**src/rtl/ifu_fetch.sv**
```systemverilog
// Instruction fetch unit: one outstanding imem request, one held instruction,
// PC updated from the execute stage when the held instruction retires.
`ifndef ISA_WIDTH
`define ISA_WIDTH 32
`endif

module ifu_fetch #(
    parameter logic [`ISA_WIDTH-1:0] RESET_PC = 32'h8000_0000
) (
    input  logic                  clk,
    input  logic                  rst,
    input  logic [`ISA_WIDTH-1:0] pc_in,
    input  logic                  pc_w_en,
    output logic [`ISA_WIDTH-1:0] pc_out,
    output logic                  imem_req_valid,
    input  logic                  imem_req_ready,
    output logic [`ISA_WIDTH-1:0] imem_req_addr,
    input  logic                  imem_resp_valid,
    input  logic [`ISA_WIDTH-1:0] imem_resp_data,
    input  logic                  imem_resp_err,
    output logic [`ISA_WIDTH-1:0] inst,
    output logic                  inst_valid,
    input  logic                  inst_ready,
    output logic                  halted,
    output logic                  fetch_err
);
    localparam int W = `ISA_WIDTH;

    typedef enum logic [2:0] {S_REQ, S_WAIT, S_VALID, S_HALT, S_ERR} state_t;

    state_t         r_state, w_next;
    logic [W-1:0]   r_pc, r_inst;
    logic           w_retire, w_pc_ok, w_capture;

    assign w_retire  = (r_state == S_VALID) && inst_ready;
    assign w_pc_ok   = (pc_in[1:0] == 2'b00);
    assign w_capture = (r_state == S_WAIT) && imem_resp_valid && !imem_resp_err;

    always_comb begin
        w_next = r_state;
        case (r_state)
            S_REQ:   if (imem_req_ready) w_next = S_WAIT;
            S_WAIT:  if (imem_resp_valid) w_next = imem_resp_err ? S_ERR : S_VALID;
            S_VALID: begin
                if (inst_ready) begin
                    if (!pc_w_en)     w_next = S_HALT;
                    else if (w_pc_ok) w_next = S_REQ;
                    else              w_next = S_ERR;
                end
            end
            default: w_next = r_state;
        endcase
    end

    always_ff @(posedge clk or posedge rst) begin
        if (rst) begin
            r_state <= S_REQ;
            r_pc    <= RESET_PC;
            r_inst  <= '0;
        end else begin
            r_state <= w_next;
            if (w_retire && pc_w_en && w_pc_ok) r_pc <= pc_in;
            if (w_capture) r_inst <= imem_resp_data;
        end
    end

    // Reset forces REQ asynchronously, so masking with rst keeps the bus quiet during reset.
    assign imem_req_valid = (r_state == S_REQ) && !rst;
    assign imem_req_addr  = r_pc;
    assign pc_out         = r_pc;
    assign inst           = r_inst;
    assign inst_valid     = (r_state == S_VALID);
    assign halted         = (r_state == S_HALT);
    assign fetch_err      = (r_state == S_ERR);

endmodule

```
**config.mk**
```make
export PLATFORM = sky130hd
export DESIGN_NAME = ifu_fetch
export DESIGN_NICKNAME = d
export VERILOG_FILES = /design/src/rtl/ifu_fetch.sv
export SDC_FILE = /design/constraint.sdc
export NUM_CORES = 1
export LEC_CHECK = 0
export CAP_MARGIN = 20
export CELL_PAD_IN_SITES_DETAIL_PLACEMENT = 2
export CELL_PAD_IN_SITES_GLOBAL_PLACEMENT = 2
export CORE_MARGIN = 3
export CORE_UTILIZATION = 25
export CTS_CLUSTER_SIZE = 8
export DETAILED_ROUTE_END_ITERATION = 8
export GPL_TIMING_DRIVEN = 0
export PLACE_DENSITY_LB_ADDON = 0.1
export SYNTH_ARGS = -nofsm -noshare
export SYNTH_HDL_FRONTEND = slang
export SYNTH_SLANG_ARGS = --single-unit
```
**constraint.sdc**
```tcl
create_clock -name clk -period 2.5 [get_ports clk]
set_input_delay 0.625 -clock clk [delete_from_list [all_inputs] [get_ports clk]]
set_output_delay 0.625 -clock clk [all_outputs]
set_load 0.05 [all_outputs]
```
Yosys cells after proc, flatten, opt, wreduce, memory -nomap -nowiden
Cells that the tools add are included.
- muxes and demuxes: 7
- equal/unequal tests: 7
- reductions and logical operators: 12
- operator list (operator ; count):
    two-way mux 3 bit ; 6
    case mux 3 bit (3 select lines) ; 1
    equality test 3 x 2 -> 1 bit, second input constant ; 2
    logical AND 1 bit ; 6
    inequality test 2 bit, second input constant ; 2
    AND reduction 4 bit ; 1
    equality test 3 x 1 -> 1 bit, second input constant ; 1
    equality test 3 bit, second input constant ; 1
    logical NOT 3 bit ; 1
    nonzero test 3 bit ; 1
    logical NOT 1 bit ; 2
    logical NOT 2 bit ; 1
    inequality test 2 x 1 -> 1 bit, second input constant ; 1
- bits of input ports: 71
- output and inout port bits: 100
- register bits: 67
- logic and storage cells: 29

Depth between registers and ports, before layout
- depth in word-level cells: 5
- depth in mapped cells: 4
- depth with buffers taken out: 3

Worst setup path after synthesis
No wires, ideal clock.
- path kind: reg-to-output
- start point: reg r_state[1]
- end point: out imem_req_valid
- data required time: 1875 ps
- arrival time: 2145 ps
- stages on the path, launching flop included: 3
- buffers on the path: 1
- slack: -270 ps
- cell sequence: dfrtp_1 clkbuf_1 nor4_1
- cells in the longest elaborated chain, start to end: 2
- RTL lines (element ; line ; text):
    start, declared ; 31 ; state_t r_state, w_next;
    start signal, assigned ; 61 ; r_state <= w_next;
    logical NOT 3 bit ; 68 ; assign imem_req_valid = (r_state == S_REQ) && !rst;
    logical AND 1 bit ; 68 ;
    end, declared ; 15 ; output logic imem_req_valid,
No other way between the ends.

Worst setup path in the final report
- start point: reg r_pc[31] (netlist: imem_req_addr[31])
- end point: out pc_out[31]
- RTL lines (element ; line ; text):
    start, declared ; 32 ; logic [W-1:0] r_pc, r_inst;
    start signal, assigned ; 62 ; if (w_retire && pc_w_en && w_pc_ok) r_pc <= pc_in;
    end, declared ; 14 ; output logic [`ISA_WIDTH-1:0] pc_out,
No word-level cell between the ends.

==> metrics.cfg <==
[run_status]
status=completed

[critical_path]
reg2reg_depth=4
cp-endpoint=pc_out[31]
start_kind=register
reg2reg_to=inst[26]
arrival_ns=1.76
startpoint=imem_req_addr[31]
reg2reg_from=r_state[2]
cp-end-kind=output port
critPathRequiredTime_ns=1.88
crit_fanout=3
reg2reg_slack_ns=0.91
path_class=reg2out

[power]
p_leak_nw=2.47
total_power_w=0.00654
p_per_area_nw_per_um2=1210
vdd_drop_max_mv=0.498

[die]
dieHeight_um=118
fp.dieW_um=118
start_util_pct=25.9
rows=40
die_area_um2=14000
fp.coreArea_um2=12200
io_pins=171

[timing]
fin_ws_ns=0.119
fmax_mhz=420
finalClockSkew_ns=0.00703
tightest_slew_ns=0.547
post-route-period-util_pct=95.2
timing.slew.headroom_pct=63.4
hold_viol_final=0
finalMaxSlewViolations=0
rsz0062_at_grt=false
setup_violations=0
finalCriticalPeriod_ns=2.38

[synthesis]
synth_top_cell_by_area=dfrtp_1
syn_inst=198
synth_area_leaders=dfrtp_1, mux2_4, buf_4
synth_compound_area_share_pct=1.55
yosysUniqueCellTypes=26
synthesis.nets=269
synth_top_family_by_area=multiplexers
avgSynthCellArea_um2=15.9
synth.yosys.seq_area_share_pct=53.2
synthAdderAreaFrac_pct=0
syn_area_um2=3160
synth_warnings=0
yosysTopAreaCellShare_pct=52.3
ys_seq_elements=67
synth-simple-area-share_pct=5.04
synthXorXnorAreaFrac_pct=0
synth_mux_area_share_pct=28.9

[final_layout]
num-nets-final=451
final_cell_mix=clkdlybuf4s50_1, dfrtp_1, mux2_4
final_common_cell=clkdlybuf4s50_1
fin_cells=553
syn_to_final_growth_pct=70.8
stdcell_area_um2=5390
drive_gt1_share_pct=33.8
antennaDiodeCount=0

[global_route]
antenna_found_initial=0
grt_pass1_wl_um=14400
grtUsageTotal_pct=13.2
grt_max_degree=41
grt_remaining_overflow=0
grt_pass1_vias=2490

[clocking]
h-tree-depth=3
clk_latency_ns=0.33
clock_path_buffers=2
clk_pin_slew_ns=0.05
root_buffer=clkbuf_16
cts_tree=built
clkSinkCount=67
postCtsSetupBuffers=0
hold_buffers=0
numCtsBuffers=9

[detailed_routing]
first_pass_iters=3
vias=2219
wl_per_cell_um=16.5
antenna_left=0
first_iter_violations=46
drt_wl_total_um=9150
drc_errors=0
vias_per_cell=4.01

[place]
placed_cell_area_um2=5100
dp.cells=537
portBuffers=170
dp_hpwl_um=7200
pre_cts_ws_ns=-0.246
gp_congestion=0.672

[hold_path]
worstHoldPathType=reg2reg
holdCritStartpoint=inst[11]

[run]
max-cap-violations=0

[where the power goes]
group	internal (W)	switching, W	total [W]
Clock	0.000794	0.000454	0.00125
Sequential	0.00146	0.000264	0.00172
Combinational	0.00145	0.00212	0.00357
Total	0.00370	0.00284	0.00654
[worst max-delay path: stages (launching register included)]
cell and delay, ns:
dfstp_2 0.54, buf_4 0.10, clkdlybuf4s50_1 0.79
[synth_stat cells]
library cell	n
dfrtp_1	66
mux2_4	57
buf_4	32
mux2_2	5
inv_1	4
and2_1	3
buf_12	3
buf_6	3
nand2_1	3
nand3b_1	3
o21ai_0	3
nor2_1	2
a21o_1	1
a22o_2	1
a31o_2	1
buf_2	1
clkbuf_1	1
dfstp_2	1
nand4_4	1
nand4bb_4	1
nor2_4	1
nor2_8	1
nor3_1	1
nor3b_1	1
nor4_1	1
o211ai_1	1
[area by class of cell]
type                       count  area (µm²)
clock buffer                  11         243
fill                        1219        6770
multi-input combinational     87        1130
buffer                        40         344
tap                          168         210
sequential                    67        1680
timing repair buffer         171        1720
clock inverter                 5        52.6
inverter                       4        17.5
[how the worst min path moves through the flow]
stage / to / slack (ns) / cells after the start
floorplan: r_state[2] / 0.61 / 1
global placement: inst[6] / 0.49 / 1
detailed placement: inst[11] / 0.50 / 1
CTS: inst[4] / 0.51 / 1
global route: inst[20] / 0.52 / 1
finish: inst[11] / 0.51 / 1
[state kept, by name, summed over array words and instances (netlist names)]
register       cells
imem_req_addr     32
inst              32
r_state            3
[cells by family after synthesis]
logic type,count (synthesis)
multiplexers,62
AND/OR/NAND/NOR,18
flip-flops,67
AO/OA/AOI/OAI,7
buffers and inverters,44
[timing repair]
item	in CTS	in global routing
endpoints found under the setup margin	4	4
resized for setup	8	6
pin swaps	0	0
[metal layers]
metal / part of all wire, % / vias up / track usage, %
met1: 43 / 1114 / 15.8
met4: 1.2 / 0 / 4.18
met5: 0 / - / 0
li1: - / 1007 / -
met2: 51 / 89 / 22.6
met3: 5.1 / 9 / 3.97
[stage by stage]
stage | hold WS, ns | TNS, ns | util (%)
finish | 0.507 | 0 | 44.3
global route | 0.524 | 0 | 44.3
CTS | 0.513 | 0 | 44.4
detailed placement | 0.496 | -0.272 | 42.0
global placement | 0.491 | -89.95 | 41.7
floorplan | 0.613 | 0 | -
No activity file was read; power rests on OpenSTA's default activity.
